===== config.mk =====
export PLATFORM = sky130hd
export DESIGN_NAME = dcache_wb
export DESIGN_NICKNAME = d
export VERILOG_FILES = /design/src/rtl/dcache_wb.sv
export SDC_FILE = /design/constraint.sdc
export NUM_CORES = 1
export LEC_CHECK = 0
export ABC_AREA = 0
export BUFFER_PORTS_ARGS = -buffer_cell sky130_fd_sc_hd__buf_2
export CORE_UTILIZATION = 54
export CTS_CLUSTER_SIZE = 28
export DETAILED_ROUTE_END_ITERATION = 6
export PLACE_DENSITY = 0.71
export RECOVER_POWER = 25
export SYNTH_ARGS = -nofsm -noshare
export SYNTH_HDL_FRONTEND = slang
export SYNTH_SLANG_ARGS = --single-unit

===== constraint.sdc =====
create_clock -name clk -period 8.1 [get_ports clk]
set_clock_uncertainty 0.1 [all_clocks]
set_input_delay 1.62 -clock clk [delete_from_list [all_inputs] [get_ports clk]]
set_output_delay 1.62 -clock clk [all_outputs]
set_load 0.01 [all_outputs]

===== src/rtl/dcache_wb.sv =====
// Write-back, write-allocate data cache (direct-mapped or 2-way) with an
// IDLE/WB/FILL miss controller that stalls the CPU until the retry cycle hits.
module dcache_wb #(
   parameter int SETS = 16,
   parameter int WAYS = 1
) (
   input  logic        clk,
   input  logic        reset,
   input  logic        cpu_read,
   input  logic        cpu_write,
   input  logic [31:0] cpu_addr,
   input  logic [31:0] cpu_wdata,
   output logic [31:0] cpu_rdata,
   output logic        hit,
   output logic        stall,
   output logic [31:0] mem_addr,
   output logic [31:0] mem_wdata,
   input  logic [31:0] mem_rdata,
   output logic        mem_read,
   input  logic        mem_read_ready,
   output logic        mem_write,
   input  logic        mem_write_done
);
   localparam int IDX = $clog2(SETS);
   localparam int TW  = 30 - IDX;

   // Handshake: each strobe is held with stable mem_addr/mem_wdata until the
   // cycle its ready/done is sampled high, and drops on the following edge.
   typedef enum logic [1:0] {S_IDLE, S_WB, S_FILL} state_t;

   state_t                 state_q, state_d;
   logic [1:0][SETS-1:0]   valid_q, valid_d, dirty_q, dirty_d;
   logic [SETS-1:0]        lru_q, lru_d;
   logic [TW-1:0]          tag_q  [2][SETS];
   logic [TW-1:0]          tag_d  [2][SETS];
   logic [31:0]            data_q [2][SETS];
   logic [31:0]            data_d [2][SETS];
   logic                   op_q, op_d, way_q, way_d;
   logic [31:0]            addr_q, addr_d, wdata_q, wdata_d;
   logic                   mem_read_q, mem_read_d, mem_write_q, mem_write_d;
   logic [31:0]            mem_addr_q, mem_addr_d, mem_wdata_q, mem_wdata_d;

   logic                   req, m0, m1, any_hit, hw, vic;
   logic [IDX-1:0]         idx, lidx;
   logic [TW-1:0]          tag, ltag;
   logic                   unused_addr_bits;

   assign unused_addr_bits = ^{cpu_addr[1:0], addr_q[1:0]};

   assign req     = cpu_read | cpu_write;
   assign idx     = cpu_addr[IDX+1:2];
   assign tag     = cpu_addr[31:IDX+2];
   assign lidx    = addr_q[IDX+1:2];
   assign ltag    = addr_q[31:IDX+2];
   assign m0      = valid_q[0][idx] && (tag_q[0][idx] == tag);
   assign m1      = (WAYS == 2) && valid_q[1][idx] && (tag_q[1][idx] == tag);
   assign any_hit = m0 | m1;
   assign hw      = m1;
   assign hit     = (state_q == S_IDLE) && req && any_hit;
   assign stall   = (state_q != S_IDLE) || (req && !any_hit);
   assign cpu_rdata = hit ? data_q[hw][idx] : 32'd0;

   // Invalid ways are filled first (way 0 preferred), then LRU picks.
   assign vic = (WAYS == 1)        ? 1'b0 :
                !valid_q[0][idx]   ? 1'b0 :
                !valid_q[1][idx]   ? 1'b1 : lru_q[idx];

   assign mem_read  = mem_read_q;
   assign mem_write = mem_write_q;
   assign mem_addr  = mem_addr_q;
   assign mem_wdata = mem_wdata_q;

   always_comb begin
      state_d     = state_q;
      valid_d     = valid_q;
      dirty_d     = dirty_q;
      lru_d       = lru_q;
      tag_d       = tag_q;
      data_d      = data_q;
      op_d        = op_q;
      way_d       = way_q;
      addr_d      = addr_q;
      wdata_d     = wdata_q;
      mem_read_d  = mem_read_q;
      mem_write_d = mem_write_q;
      mem_addr_d  = mem_addr_q;
      mem_wdata_d = mem_wdata_q;
      case (state_q)
         S_IDLE: begin
            if (hit) begin
               if (cpu_write) begin
                  data_d[hw][idx]  = cpu_wdata;
                  dirty_d[hw][idx] = 1'b1;
               end
               if (WAYS == 2) lru_d[idx] = ~hw;
            end else if (req) begin
               op_d    = cpu_write;
               addr_d  = cpu_addr;
               wdata_d = cpu_wdata;
               way_d   = vic;
               if (valid_q[vic][idx] && dirty_q[vic][idx]) begin
                  state_d     = S_WB;
                  mem_write_d = 1'b1;
                  mem_addr_d  = {tag_q[vic][idx], idx, 2'b00};
                  mem_wdata_d = data_q[vic][idx];
               end else begin
                  state_d    = S_FILL;
                  mem_read_d = 1'b1;
                  mem_addr_d = {cpu_addr[31:2], 2'b00};
               end
            end
         end
         S_WB: begin
            if (mem_write_done) begin
               dirty_d[way_q][lidx] = 1'b0;
               state_d     = S_FILL;
               mem_write_d = 1'b0;
               mem_read_d  = 1'b1;
               mem_addr_d  = {addr_q[31:2], 2'b00};
            end
         end
         S_FILL: begin
            if (mem_read_ready) begin
               valid_d[way_q][lidx] = 1'b1;
               dirty_d[way_q][lidx] = op_q;
               tag_d[way_q][lidx]   = ltag;
               data_d[way_q][lidx]  = op_q ? wdata_q : mem_rdata;
               if (WAYS == 2) lru_d[lidx] = ~way_q;
               mem_read_d = 1'b0;
               state_d    = S_IDLE;
            end
         end
         default: state_d = S_IDLE;
      endcase
   end

   always_ff @(posedge clk or negedge reset) begin
      if (!reset) begin
         state_q     <= S_IDLE;
         valid_q     <= '0;
         dirty_q     <= '0;
         lru_q       <= '0;
         mem_read_q  <= 1'b0;
         mem_write_q <= 1'b0;
         mem_addr_q  <= '0;
         mem_wdata_q <= '0;
      end else begin
         state_q     <= state_d;
         valid_q     <= valid_d;
         dirty_q     <= dirty_d;
         lru_q       <= lru_d;
         mem_read_q  <= mem_read_d;
         mem_write_q <= mem_write_d;
         mem_addr_q  <= mem_addr_d;
         mem_wdata_q <= mem_wdata_d;
      end
   end

   // Line payload and the latched request carry no reset value.
   always_ff @(posedge clk) begin
      tag_q   <= tag_d;
      data_q  <= data_d;
      op_q    <= op_d;
      way_q   <= way_d;
      addr_q  <= addr_d;
      wdata_q <= wdata_d;
   end
endmodule

* Word-level counts from Yosys, hierarchy flattened *
Index checks and enable logic that the tools add are counted.

storage, ports and cells
  bits of input ports = 102
  logic and storage cells = 185
  flip-flop bits (word level) = 2053

cells by class
  equality and inequality tests = 11
  order comparisons = 8
  bitwise operators = 8
  multiplexer cells = 57
  reductions and logical operators = 25

operator list
  operator                                                                       number
  1024-bit two-way mux                                                           3
  1024-bit bitwise mux                                                           2
  1024-bit case mux with 2 select lines                                          1
  832-bit bitwise mux                                                            1
  32-bit two-way mux                                                             14
  32-bit demux with 4-bit select                                                 2
  32-bit binary-select mux with 4-bit select                                     1
  26-bit binary-select mux with 4-bit select                                     1
  26-bit demux with 4-bit select                                                 1
  32-bit case mux with 3 select lines                                            1
  26-bit two-way mux                                                             3
  32-bit by 16-bit bitwise OR with 32-bit output                                 2
  32-bit case mux with 2 select lines                                            1
  32-bit AND                                                                     1
  32-bit bitwise mux                                                             1
  16-bit inverter with 32-bit output                                             1
  26-bit == test                                                                 1
  4-bit AND reduction                                                            4
  2-bit != test (second input constant)                                          7
  1-bit two-way mux                                                              13
  5-bit greater-or-equal comparator (second input constant)                      2
  4-bit by 5-bit less-than comparator with 1-bit output (second input constant)  2
  5-bit by 1-bit less-than comparator with 1-bit output (second input constant)  2
  2-bit two-way mux                                                              5
  22 further kinds                                                               37

* Longest topological paths before layout *
  word-level depth = 9
  gate-level depth with buffers = 16
  mapped depth without buffers = 9

* Least setup slack after synthesis *
Ideal clock, no wire load.

  path kind = in2reg
  from = input port cpu_addr[2]
  to = register addr_q[10], enable pin
  buffers on the path = 3
  cell stages on the path = 9
  slack = -492 ps
  arrival time = 7931 ps
  required time = 7438 ps
  library setup time = 562 ps
  path through = buf_6 > buf_8 > buf_6 > mux4_2 > mux4_2 > xnor2_1 > and4bb_1 > and4_1 > nor3_1

between the ends
  cells in the longest elaborated chain, start to end = 9

RTL lines
  element                                                 line  text
  start: declaration                                      11    input logic [31:0] cpu_addr,
  4-bit inverter with 5-bit output (not written as such)  55    assign m0 = valid_q[0][idx] && (tag_q[0][idx] == tag);
  26-bit binary-select mux with 4-bit select              55
  26-bit two-way mux (not written as such) (2 in series)  55
  26-bit == test                                          55
  1-bit logical AND *                                     55
  1-bit logical AND *                                     59    assign hit = (state_q == S_IDLE) && req && any_hit;
  1-bit inverter (no line) *                              --
  3-bit AND reduction (no line) *                         --
  end signal: assignment                                  165   addr_q <= addr_d;
  end: declaration                                        39    logic [31:0] addr_q, addr_d, wdata_q, wdata_d;

Mark *: on every way between the ends. The rest lies on a longest branch, timed or not. The select of a mux whose other input is x is not followed.
A chain may end at the register's enable or synchronous reset.

* Final worst setup path *
  from = input port cpu_addr[3]
  to = output port cpu_rdata[15]

between the ends
  cells in the longest elaborated chain, start to end = 8

RTL lines
  element                                                 line    text
  4-bit inverter with 5-bit output (not written as such)  55, 61
  26-bit binary-select mux with 4-bit select              55
  26-bit two-way mux (not written as such) (2 in series)  55
  26-bit == test                                          55
  1-bit logical AND                                       55
  1-bit logical AND                                       59
  32-bit two-way mux *                                    61      assign cpu_rdata = hit ? data_q[hw][idx] : 32'd0;
  end: declaration                                        13      output logic [31:0] cpu_rdata,

Marks and branches as above.

==> impl_metrics.env <==
export IMPL_status="complete, but fails checks"
export IMPL_violations="design-rule violations, max-capacitance violations, max-slew violations"
export IMPL_power_frac_comb=0.212
export IMPL_drv_slew=101
export IMPL_synth_ff_type="edfxtp_1"
export IMPL_grt_max_degree=74
export IMPL_worstPathMaxFanout=33
export IMPL_rows=109
export IMPL_p_int_w=0.01100
export IMPL_seqPwrFrac=0.454
export IMPL_routed_via_density=7.152
export IMPL_grt_pass1_wl_um=214300
export IMPL_gp_congestion=0.8672
export IMPL_die_h_um=302.1
export IMPL_holdPathStages=1
export IMPL_period_share=0.9344
export IMPL_p_clk_frac=0.334
export IMPL_grt_ovfl_total=0
export IMPL_clk_pin_slew_ps=60
export IMPL_core_area_um2=88780
export IMPL_synthArstFlopShare=0.08999
export IMPL_cts_sinks=1089
export IMPL_postCtsSetupBuffers=0
export IMPL_drc=16
export IMPL_end_kind="output pin"
export IMPL_ff2ff_path_depth=7
export IMPL_rsz0062_at_grt="false"
export IMPL_ir_drop_v=0.0002478
export IMPL_switchingPower_w=0.004673
export IMPL_start_util=0.5476
export IMPL_synth_edf_count=991
export IMPL_worst_pin_slew_ps=4431
export IMPL_cts_resized=0
export IMPL_max_freq_mhz=132.1
export IMPL_synth_area_um2=48620
export IMPL_die_area_um2=91240
export IMPL_required_ps=6380
export IMPL_hold_worst_slack_ps=369.2
export IMPL_first_pass_iters=7
export IMPL_drive_gt1_frac=0.2346
export IMPL_p_leak_nw=18.21
export IMPL_syn_inst=3115
export IMPL_vias=32100
export IMPL_cts_hold_buffers=0
export IMPL_yosysWarningCount=0
export IMPL_cts_tree="done"
export IMPL_hold_viol=0
export IMPL_cts_buffers_inserted=108
export IMPL_htreeDepth=3
export IMPL_synth_seq_cells=1089
export IMPL_crit_arrival_ps=5850
export IMPL_clk_path_buf_depth=3
export IMPL_grt_use_total=0.3262
export IMPL_setup_viol=0
export IMPL_maxCapViolCount=2
export IMPL_cts_root_buf="clkbuf_16"
export IMPL_fp_dieW_um=302.1
export IMPL_switching_share=0.2981
export IMPL_ios=202
export IMPL_slew_headroom=-1.954
export IMPL_tns_ps=0
export IMPL_ys_types=77
export IMPL_avgSynthCellArea_um2=15.61
export IMPL_wire_per_inst_um=33.07
export IMPL_ant_nets=0
export IMPL_startpoint_type="input port"
export IMPL_ys_seq_area_frac=0.6625
export IMPL_critPathKind="input port to output pin"
export IMPL_p_per_area_nw_per_um2=286.1
export IMPL_min_path_type="register to register"
export IMPL_fin_nets=3333
export IMPL_antenna_found_initial=6
export IMPL_wl_um=148500
export IMPL_syn2layout_area_growth_pct=12.72
export IMPL_dp_hpwl_um=81230
export IMPL_drt_iter0_markers=4813
export IMPL_period_minus_slack_ps=7569
export IMPL_clk_latency_ps=700
export IMPL_port_buffers=197
export IMPL_grt_pass1_vias=32160
flip-flops by register name (all words and copies together), names as in the netlist, 2 cells and up:
name and count:
addr_q 30, tag_q 416, state_q 2, mem_wdata 32
data_q 512, wdata_q 32, dirty_q 16, valid_q 16
mem_addr 30
layout make-up:
| type | instances | area, um2 |
|---|---|---|
| Clock buffer | 146 | 3010 |
| Tap cell | 1165 | 1458 |
| Multi-Input combinational cell | 1689 | 15440 |
| Fill cell | 6325 | 33980 |
| Clock inverter | 58 | 709.4 |
| Antenna cell | 3 | 7.507 |
| Timing Repair Buffer | 311 | 1861 |
| Inverter | 28 | 107.6 |
| Sequential cell | 1089 | 32210 |
cells in the final DEF (no fill, tap or decap), types with 20 or more instances in the layout:
cell type  synthesis  routed
o22ai_1          457     456
nand2_1          143     141
o21ai_0          135     135
a21oi_1           64      64
nor2_1            92      77
clkinv_1           2      20
clkbuf_1         245      87
or2_2             20      20
mux4_2           239     239
mux2i_1          130     130
edfxtp_1         991     991
xnor2_1           24      24
buf_2             21     134
a31oi_1           21      21
inv_1             23      23
a22oi_1           26      26
clkbuf_16          0     112
mux2_2            32      32
dfrtp_1           98      98
nand2b_1          39      39
buf_4              8     108
mux2_1            22      22
nor2b_1           43      42
routing by layer:
metal	track usage	vias up	share of wire
li1	-	12900	-
met1	0.4328	16070	0.35
met2	0.5115	2622	0.47
met3	0.08245	513	0.13
met4	0.1475	2	0.051
met5	0	-	0.000027
critical path, cell delays in order:
cell      delay, ps
buf_8           240
nor2b_1        1000
a22oi_1         300
a21oi_1         220
o211ai_1        140
or4_1           590
a2111o_1        510
or4_4           800
nor2b_1         230
buf_2           150
cells in the mapped netlist, drive strengths merged, types with 4 or more instances:
| cell | count | area, um2 |
|---|---|---|
| a211oi | 7 | 52.55 |
| a21oi | 65 | 329.1 |
| a22o | 13 | 113.9 |
| a22oi | 27 | 207.7 |
| a2bb2oi | 18 | 157.7 |
| a31oi | 21 | 131.4 |
| and2 | 7 | 43.80 |
| and3 | 9 | 56.30 |
| buf | 65 | 446.7 |
| clkbuf | 245 | 919.6 |
| dfrtp | 98 | 2452 |
| edfxtp | 991 | 29760 |
| ha | 4 | 50.05 |
| inv | 26 | 97.59 |
| mux2 | 71 | 863.3 |
| mux2i | 131 | 1324 |
| mux4 | 241 | 5435 |
| nand2 | 143 | 536.8 |
| nand2b | 39 | 244.0 |
| nand3 | 28 | 140.1 |
| nand4 | 5 | 31.28 |
| nor2 | 92 | 345.3 |
| nor2b | 43 | 269.0 |
| nor3 | 14 | 70.07 |
| o211a | 6 | 60.06 |
| o211ai | 4 | 30.03 |
| o21ai | 139 | 695.7 |
| o22ai | 457 | 2859 |
| o32ai | 16 | 140.1 |
| or2 | 21 | 131.4 |
| xnor2 | 24 | 210.2 |
| xor2 | 5 | 43.79 |
final timing paths:
check,startpoint,slack (ps),to
setup reg to reg,state_q[0],2380,data_q[817]
setup / recovery,cpu_addr[3],530,cpu_rdata[15]
max in group asynchronous,reset,1300,dirty_q[0]
min in group asynchronous,reset,1460,mem_wdata[6]
hold / removal,valid_q[3],370,valid_q[3]
hold reg to reg,valid_q[3],370,valid_q[3]
power groups by stage:
| stage | sequential (W) | clock, W | combinational, W |
|---|---|---|---|
| final | 0.00711 | 0.00524 | 0.00332 |
| after global placement | 0.00716 | 0 | 0.00312 |
| after global routing | 0.00717 | 0.00548 | 0.00350 |
| after CTS | 0.00711 | 0.00528 | 0.00325 |
| after floorplan | 0.00719 | 0 | 0.00209 |
| after detailed placement | 0.00722 | 0 | 0.00323 |
metrics by stage:
stage                     area [um2]  worst slack [ps]  utilization  instances  total power, W
after floorplan                48630             916.9            -       3116        0.009286
after global placement         51140             602.4       0.5760       4280         0.01028
after detailed placement       51140             519.0       0.5760       4280         0.01045
after CTS                      54860             522.6       0.6179       4484         0.01563
after global routing           54800             369.3       0.6172       4489         0.01615
final                          54800             531.1       0.6172       4489         0.01568
cells by family after synthesis:
kind of cell	synth area share
AOI/OAI and AO/OA	0.1038
buffers and inverters	0.03026
other	0.00007713
xor gates and xnor gates	0.005224
adders and majority gates	0.001029
muxes	0.1568
and+or+nand+nor	0.04027
DFF	0.6625
No activity file was read; power rests on OpenSTA's default activity.
